### src/rtl/uart_program_loader.sv
`default_nettype none
// ============================================================================
// Module : uart_program_loader
// Receives a length-prefixed program image over 8N1 UART and writes it word
// by word into memory; load_done releases the core once the image is in place.
// Rev    : 1.0
// ============================================================================
module uart_program_loader #(
  parameter int          CLKS_PER_BIT = 868,
  parameter logic [15:0] BASE_ADDR    = 16'd0
) (
  input  logic        fast_clk,
  input  logic        reset,
  input  logic        uart_rx,
  output logic        mem_en,
  output logic        mem_wen,
  output logic [15:0] mem_addr,
  output logic [31:0] mem_din,
  output logic        load_done,
  output logic        frame_err,
  output logic [15:0] words_loaded
);

  localparam int CNT_W = (CLKS_PER_BIT > 2) ? $clog2(CLKS_PER_BIT) : 1;
  localparam logic [CNT_W-1:0] CNT_FULL = CNT_W'(CLKS_PER_BIT - 1);
  localparam logic [CNT_W-1:0] CNT_HALF = CNT_W'(CLKS_PER_BIT / 2 - 1);

  localparam logic [1:0] RX_IDLE  = 2'd0;
  localparam logic [1:0] RX_START = 2'd1;
  localparam logic [1:0] RX_DATA  = 2'd2;
  localparam logic [1:0] RX_STOP  = 2'd3;

  localparam logic [2:0] HDR_HI = 3'd0;
  localparam logic [2:0] HDR_LO = 3'd1;
  localparam logic [2:0] WORD   = 3'd2;
  localparam logic [2:0] WRITE  = 3'd3;
  localparam logic [2:0] DONE   = 3'd4;
  localparam logic [2:0] ERR    = 3'd5;

  logic             rx_meta;
  logic             rx_sync;
  logic [1:0]       rx_state;
  logic [CNT_W-1:0] clk_cnt;
  logic [2:0]       bit_idx;
  logic [7:0]       rx_shift;
  logic             byte_valid;
  logic             frame_fail;

  logic [2:0]       ld_state;
  logic [15:0]      n_words;
  logic [1:0]       byte_idx;
  logic [23:0]      word_acc;

  // Reset value 1 keeps an idle line from looking like a start bit.
  always_ff @(posedge fast_clk) begin
    if (reset) begin
      rx_meta <= 1'b1;
      rx_sync <= 1'b1;
    end else begin
      rx_meta <= uart_rx;
      rx_sync <= rx_meta;
    end
  end

  always_ff @(posedge fast_clk) begin
    if (reset) begin
      rx_state   <= RX_IDLE;
      clk_cnt    <= '0;
      bit_idx    <= 3'd0;
      rx_shift   <= 8'd0;
      byte_valid <= 1'b0;
      frame_fail <= 1'b0;
      frame_err  <= 1'b0;
    end else begin
      byte_valid <= 1'b0;
      frame_fail <= 1'b0;
      case (rx_state)
        RX_IDLE: begin
          clk_cnt <= '0;
          if (!rx_sync) rx_state <= RX_START;
        end
        RX_START: begin
          if (clk_cnt == CNT_HALF) begin
            clk_cnt  <= '0;
            bit_idx  <= 3'd0;
            rx_state <= rx_sync ? RX_IDLE : RX_DATA;
          end else begin
            clk_cnt <= clk_cnt + 1'b1;
          end
        end
        RX_DATA: begin
          if (clk_cnt == CNT_FULL) begin
            clk_cnt  <= '0;
            rx_shift <= {rx_sync, rx_shift[7:1]};
            if (bit_idx == 3'd7) rx_state <= RX_STOP;
            else                 bit_idx  <= bit_idx + 1'b1;
          end else begin
            clk_cnt <= clk_cnt + 1'b1;
          end
        end
        default: begin
          if (clk_cnt == CNT_FULL) begin
            clk_cnt  <= '0;
            rx_state <= RX_IDLE;
            if (rx_sync) begin
              byte_valid <= 1'b1;
            end else begin
              frame_err  <= 1'b1;
              frame_fail <= 1'b1;
            end
          end else begin
            clk_cnt <= clk_cnt + 1'b1;
          end
        end
      endcase
    end
  end

  // A completed load stays complete; a later line error only raises frame_err.
  always_ff @(posedge fast_clk) begin
    if (reset) begin
      ld_state     <= HDR_HI;
      n_words      <= 16'd0;
      byte_idx     <= 2'd0;
      word_acc     <= 24'd0;
      mem_addr     <= 16'd0;
      mem_din      <= 32'd0;
      words_loaded <= 16'd0;
    end else if (frame_fail && ld_state != DONE) begin
      ld_state <= ERR;
    end else begin
      case (ld_state)
        HDR_HI: begin
          if (byte_valid) begin
            n_words[15:8] <= rx_shift;
            ld_state      <= HDR_LO;
          end
        end
        HDR_LO: begin
          if (byte_valid) begin
            n_words[7:0] <= rx_shift;
            byte_idx     <= 2'd0;
            ld_state     <= ({n_words[15:8], rx_shift} == 16'd0) ? DONE : WORD;
          end
        end
        WORD: begin
          if (byte_valid) begin
            if (byte_idx == 2'd3) begin
              mem_din  <= {word_acc, rx_shift};
              mem_addr <= BASE_ADDR + words_loaded;
              ld_state <= WRITE;
            end else begin
              word_acc <= {word_acc[15:0], rx_shift};
              byte_idx <= byte_idx + 1'b1;
            end
          end
        end
        WRITE: begin
          words_loaded <= words_loaded + 16'd1;
          byte_idx     <= 2'd0;
          ld_state     <= ((words_loaded + 16'd1) == n_words) ? DONE : WORD;
        end
        default: ld_state <= ld_state;
      endcase
    end
  end

  assign mem_en    = (ld_state == WRITE);
  assign mem_wen   = (ld_state == WRITE);
  assign load_done = (ld_state == DONE);

endmodule
`default_nettype wire
### config.mk
export PLATFORM = sky130hd
export DESIGN_NAME = uart_program_loader
export DESIGN_NICKNAME = d
export VERILOG_FILES = /design/src/rtl/uart_program_loader.sv
export SDC_FILE = /design/constraint.sdc
export NUM_CORES = 1
export LEC_CHECK = 0
export BUFFER_PORTS_ARGS = -buffer_cell sky130_fd_sc_hd__clkbuf_2
export CAP_MARGIN = 25
export CORE_MARGIN = 1.5
export CORE_UTILIZATION = 50
export DETAILED_ROUTE_END_ITERATION = 12
export PLACE_DENSITY_LB_ADDON = 0.1
export SLEW_MARGIN = 10
export SYNTH_ARGS = -nofsm -noshare
export SYNTH_HDL_FRONTEND = slang
export SYNTH_SLANG_ARGS = --single-unit
export TNS_END_PERCENT = 1
### constraint.sdc
create_clock -name fast_clk -period 4.3 [get_ports fast_clk]
set_input_delay 0.215 -clock fast_clk [delete_from_list [all_inputs] [get_ports fast_clk]]
set_output_delay 0.215 -clock fast_clk [all_outputs]
set_load 0.01 [all_outputs]
==> results of run 1 <==
routing by layer:
metal | share of wire | wire [um] | up-vias
met5 | 0 | 0 | -
met3 | 0.046 | 605 | 15
met1 | 0.46 | 6020 | 2269
li1 | - | - | 2515
met4 | 0.014 | 187 | 0
met2 | 0.48 | 6380 | 118
sequential cells by signal, indices dropped and copies added (netlist names):
signal and count:
mem_din 32, rx_sync 1, ld_state 3, byte_idx 2
mem_addr 16, frame_err 1, n_words 16, byte_valid 1
clk_cnt 10, bit_idx 3, rx_state 2, rx_meta 1
rx_shift 8, words_loaded 16, word_acc 24, frame_fail 1
kinds of logic (layout without fill, tap and decap cells):
kind of cell,count (synthesis),count (layout),synth area share
buffers and inverters,54,113,0.0375
and+or+nand+nor,344,344,0.278
AOI/OAI and AO/OA,131,131,0.121
muxes,3,3,0.00517
adders and majority gates,10,10,0.0215
DFF,137,137,0.472
xor gates and xnor gates,43,43,0.0648
Yosys cell counts (9+ instances only):
master / count
nand2_1: 201
dfxtp_1: 137
a21oi_1: 107
nor2_1: 36
clkbuf_1: 35
nand3_1: 31
xnor2_1: 28
xor2_1: 15
ha_1: 10
nand4_1: 10
nor3_1: 10
o21ai_0: 9
per-stage QoR:
stage | hold WS [ns] | utilization | setup slack [ns] | total power [mW] | area (sq um)
finish | 0.400 | 0.600 | 1.82 | 2.95 | 6820
global route | 0.418 | 0.600 | 1.62 | 3.04 | 6820
floorplan | 0.319 | - | 2.15 | 1.39 | 5810
global placement | 0.395 | 0.542 | 2.01 | 1.41 | 6170
CTS | 0.403 | 0.599 | 1.85 | 2.98 | 6810
detailed placement | 0.395 | 0.542 | 1.89 | 1.41 | 6170
power by group through the flow:
stage | clock network [mW] | logic (mW) | registers [mW]
after floorplan | 0 | 0.0792 | 1.31
after global routing | 1.64 | 0.112 | 1.29
after CTS | 1.59 | 0.0998 | 1.29
final | 1.57 | 0.0995 | 1.29
after detailed placement | 0 | 0.0987 | 1.31
after global placement | 0 | 0.0952 | 1.31
path summary, 6_finish.rpt:
check,slack [ns],end
worst max-delay path,1.82,byte_idx[0]$_SDFFE_PP0P_
worst min-delay path,0.40,rx_sync$_SDFF_PP1_
worst max register to register,1.82,byte_idx[0]$_SDFFE_PP0P_
worst min register to register,0.40,rx_sync$_SDFF_PP1_
worst max-delay path: cells and delay by family, from the launching register on:
family | cells | cell delay (ns)
multiplexers | 1 | 0.35
AND/OR/NAND/NOR | 3 | 1.66
flip-flops | 1 | 0.38
layout make-up:
type,instances,area [sq um]
Fill cell,1028,4550
Multi-Input combinational cell,531,2850
Sequential cell,137,2740
Clock buffer,18,429
Timing Repair Buffer,75,393
Clock inverter,14,204
Tap cell,143,179
Inverter,6,22.5
repair_timing:
action	in CTS	in global routing
endpoints found under the setup margin	0	0
endpoints found under the hold margin	1	0
hold buffers	1	0
==> reports/summary.txt, run 1 <==
Async SR Flop Fraction: 0
post-synthesis sequential area ratio: 0.472
CP Cell Sequence: nor2_1, nand3_1, mux2i_1, nor2b_1
crit path DAT: 2.83 ns
Peak VDD IR: 276 uV
Crit Path Max Fanout: 25
drt via density: 5.32
Starting Density: 0.511
Worst R2R Start: ld_state[2]$_SDFFE_PP0P_
first-pass GRT wire length: 22300 um
CP startpoint: ld_state[2]$_SDFFE_PP0P_
crit-path max cell delay: 0.88 ns
setup TNS: 0 ns
DIE HEIGHT: 111 um
Area contributors post-synth: dfxtp_1, nand2_1, a21oi_1
clk buf depth: 2
CP startpoint kind: flop
Crit Path Class: reg2reg
outcome: finished, final reports clean
GR peak layer: met2
Slew @ Worst Pin: 0.983 ns
Die X-Extent: 111 um
Main synth FF type: dfxtp_1
die area: 12300 sq um
std cell rows: 39
Synth top area share: 0.472
Post-Syn Area: 5810 sq um
#FFs+latches synth: 137
unrepaired setup endpoints after global routing: false
Mapped Cells: 722
Sw Share: 0.210
total grt overflow: 0
DR vias: 4917
final non-filler cell total: 924
clk root buf: clkbuf_16
Hold Violations, Final: 0
PortBufs: 70
Crit-path slowest cell: nand3_1
total power per unit cell area: 433 nW/um^2
commonest non-fill, non-tap cells in the layout: nand2_1, dfxtp_1, a21oi_1, clkbuf_2, nor2_1
Hold WC Path Type: reg2reg
GPL Wtd Cong: 0.864
Post-Route Skew: 0.00835 ns
post-synth top area cell: dfxtp_1
Placeable Area: 11400 sq um
post-CTS sizing: 0
DP Cell Count: 890
hold_sp: rx_meta$_SDFF_PP1_
net switching power: 620 uW
H-tree levels: 4
largest net degree at the start of global routing: 97
crit path time final: 2.48 ns
WL/cell: 14.3 um
met1 usage: 0.286
# clock sinks: 137
hold path depth: 1
number of global-route vias before repair: 4673
num ports: 71
Num CTS Buffers: 17
commonest non-fill, non-tap cell in the layout: nand2_1
Mapped Nets: 735
fin crit share: 0.576
Reg2Reg Depth: 4
Residual DRC: 0
library cells used by synthesis: 52
ANT nets after route: 0
dpl hpwl: 8690 um
CTS tree: built
GRT Total Usage: 0.224
Syn Area/Cell: 8.04 sq um
Area growth, synth to finish: 17.4%
M2 GR Usage: 0.358
Initial DRT Pass Iterations: 5
worst path required time: 4.66 ns
1st-iter DRT viols: 327
Max Cap Viol: 0
Post-CTS Setup Bufs: 0
Post-synth EDFFs: 0
clock-pin slew on the worst setup and hold paths: 0.06 ns
Clk network pwr share: 0.530
ratio of cells with drive above 1 in the final layout: 0.156
n_diodes: 0
Flop pwr share: 0.436
met3 Use GR: 0.0656
CP endpoint kind: flop
Clock Latency Late Sink: 0.43 ns
Pleak: 2.46 nW
FMAX: 0.404 GHz
synth warn: 0
Final setup viols: 0
part of the power in combinational logic: 0.034
Post-Route WL: 13200 um
initial antenna violation count: 0
final slew viol count: 0
fin nets: 781
relative slew slack: 0.344
internal power: 2.33 mW
Power figures use the tool's default switching activity.
==> run 2, diff against run 1 <==
- clock period: 4.3 -> 2.6 ns (I/O delays scaled with it)
==> reports/summary.txt, run 2 (synthesized netlist as in run 1, its figures left out) <==
crit path DAT: 2.66 ns
PortBufs: 70
largest net degree at the start of global routing: 60
finished layout cell area: 6890 sq um
number of global-route vias before repair: 4826
Starting Density: 0.511
worst path required time: 2.91 ns
Clock Latency Late Sink: 0.42 ns
placed inst area: 6250 sq um
Residual DRC: 0
Pleak: 2.50 nW
DR vias: 5104
n_diodes: 0
Flop pwr share: 0.439
Crit Path Max Fanout: 7
Area growth, synth to finish: 18.6%
total power per unit cell area: 703 nW/um^2
Die X-Extent: 111 um
WL/cell: 14.5 um
clk root buf: clkbuf_16
dpl hpwl: 9000 um
Crit Path Class: reg2reg
initial antenna violation count: 0
DIE HEIGHT: 111 um
CP endpoint kind: flop
Final Core Density: 0.606
final slew viol count: 0
drt via density: 5.46
die area: 12300 sq um
clk buf depth: 2
Post-Route WL: 13500 um
std cell rows: 39
CP Cell Sequence: ha_1, nand3_1, or3_1, xnor2_1, nor4_1, nand4_1, a22o_1
Hold Violations, Final: 0
outcome: finished, final reports clean
unrepaired setup endpoints after global routing: false
ANT nets after route: 0
commonest non-fill, non-tap cell in the layout: nand2_1
CTS tree: built
fin crit share: 0.906
Num CTS Buffers: 17
Post-CTS Setup Bufs: 0
GPL Wtd Cong: 0.841
final total power: 4.84 mW
commonest non-fill, non-tap cells in the layout: nand2_1, dfxtp_1, a21oi_1, clkbuf_2, nor2_1
setup TNS: 0 ns
clock-pin slew on the worst setup and hold paths: 0.06 ns
part of the power in combinational logic: 0.034
Final Hold Slack: 0.203 ns
fin nets: 791
internal power: 3.83 mW
Hold WC Path Type: in2reg
GRT Total Usage: 0.228
# clock sinks: 137
Placeable Area: 11400 sq um
num ports: 71
Top Registers: mem_din: 32 flops, word_acc: 24 flops
Clk network pwr share: 0.527
ratio of cells with drive above 1 in the final layout: 0.166
FMAX: 0.425 GHz
max reg flops: 32
Post-Route Skew: 0.0107 ns
Initial DRT Pass Iterations: 5
Sw Share: 0.210
1st-iter DRT viols: 291
CP startpoint kind: flop
Slew @ Worst Pin: 0.617 ns
first-pass GRT wire length: 22700 um
Crit-path slowest cell: or3_1
relative slew slack: 0.588
net switching power: 1.02 mW
Final setup viols: 0
Biggest register: mem_din
crit-path max cell delay: 0.47 ns
crit path time final: 2.36 ns
total grt overflow: 0
Peak VDD IR: 507 uV
H-tree levels: 4
Max Cap Viol: 0
-- run 2: cell count changes in the layout (fill, tap and decap cells not counted), sizes merged --
cell	change
buf	+10
clkbuf	+3
clkinv	-3
bufinv	-1
clkinvlp	+1
-- run 2: power groups by stage --
stage | logic, mW | clock network, mW | registers [mW]
after detailed placement | 0.165 | 0 | 2.17
after CTS | 0.166 | 2.60 | 2.13
after global routing | 0.186 | 2.68 | 2.13
after floorplan | 0.131 | 0 | 2.17
final | 0.165 | 2.55 | 2.13
after global placement | 0.160 | 0 | 2.17
-- run 2: area by class of cell --
class                   count  area [sq um]
multi-input cells         531          2850
clock buffers              21           460
well taps                 143           179
inverters                   6          22.5
repair buffers             85           468
clock inverters            11           170
flip-flops and latches    137          2740
fillers                  1058          4480
-- run 2: worst paths after layout --
check,from,endpoint,slack [ns],depth (start not counted)
hold reg to reg,rx_meta$_SDFF_PP1_,rx_sync$_SDFF_PP1_,0.42,1
hold / removal,reset,byte_idx[1]$_SDFFE_PP0P_,0.20,2
setup / recovery,words_loaded[1]$_SDFFE_PP0P_,ld_state[1]$_SDFFE_PP0P_,0.24,7
setup reg to reg,words_loaded[1]$_SDFFE_PP0P_,ld_state[1]$_SDFFE_PP0P_,0.24,7
-- run 2: stage by stage --
stage                     instances  worst slack (ns)
after detailed placement        901             0.278
final                           934             0.245
after floorplan                 722             0.449
after CTS                       934             0.247
after global placement          901             0.392
after global routing            934            0.0504
-- run 2: what timing repair did --
| item | CTS | global route |
|---|---|---|
| hold buffers | 1 | 0 |
| resized for setup | 0 | 0 |
| hold endpoints to repair | 1 | 0 |
| endpoints found under the setup margin | 0 | 0 |
-- run 2: layer usage --
layer	vias to the layer above	GRT usage	part of all wire
li1	2530	-	-
met1	2422	0.283	0.46
met2	127	0.374	0.48
met3	25	0.0536	0.041
met4	0	0.112	0.021
met5	-	0	0
-- run 2: worst max-delay path: cells and delay by family (launching register included) --
family                     cells  cell delay (ns)
xor gates and xnor gates       1             0.16
and+or+nand+nor                4             1.10
AOI/OAI and AO/OA              1             0.22
DFF                            1             0.45
adders and majority gates      1             0.32
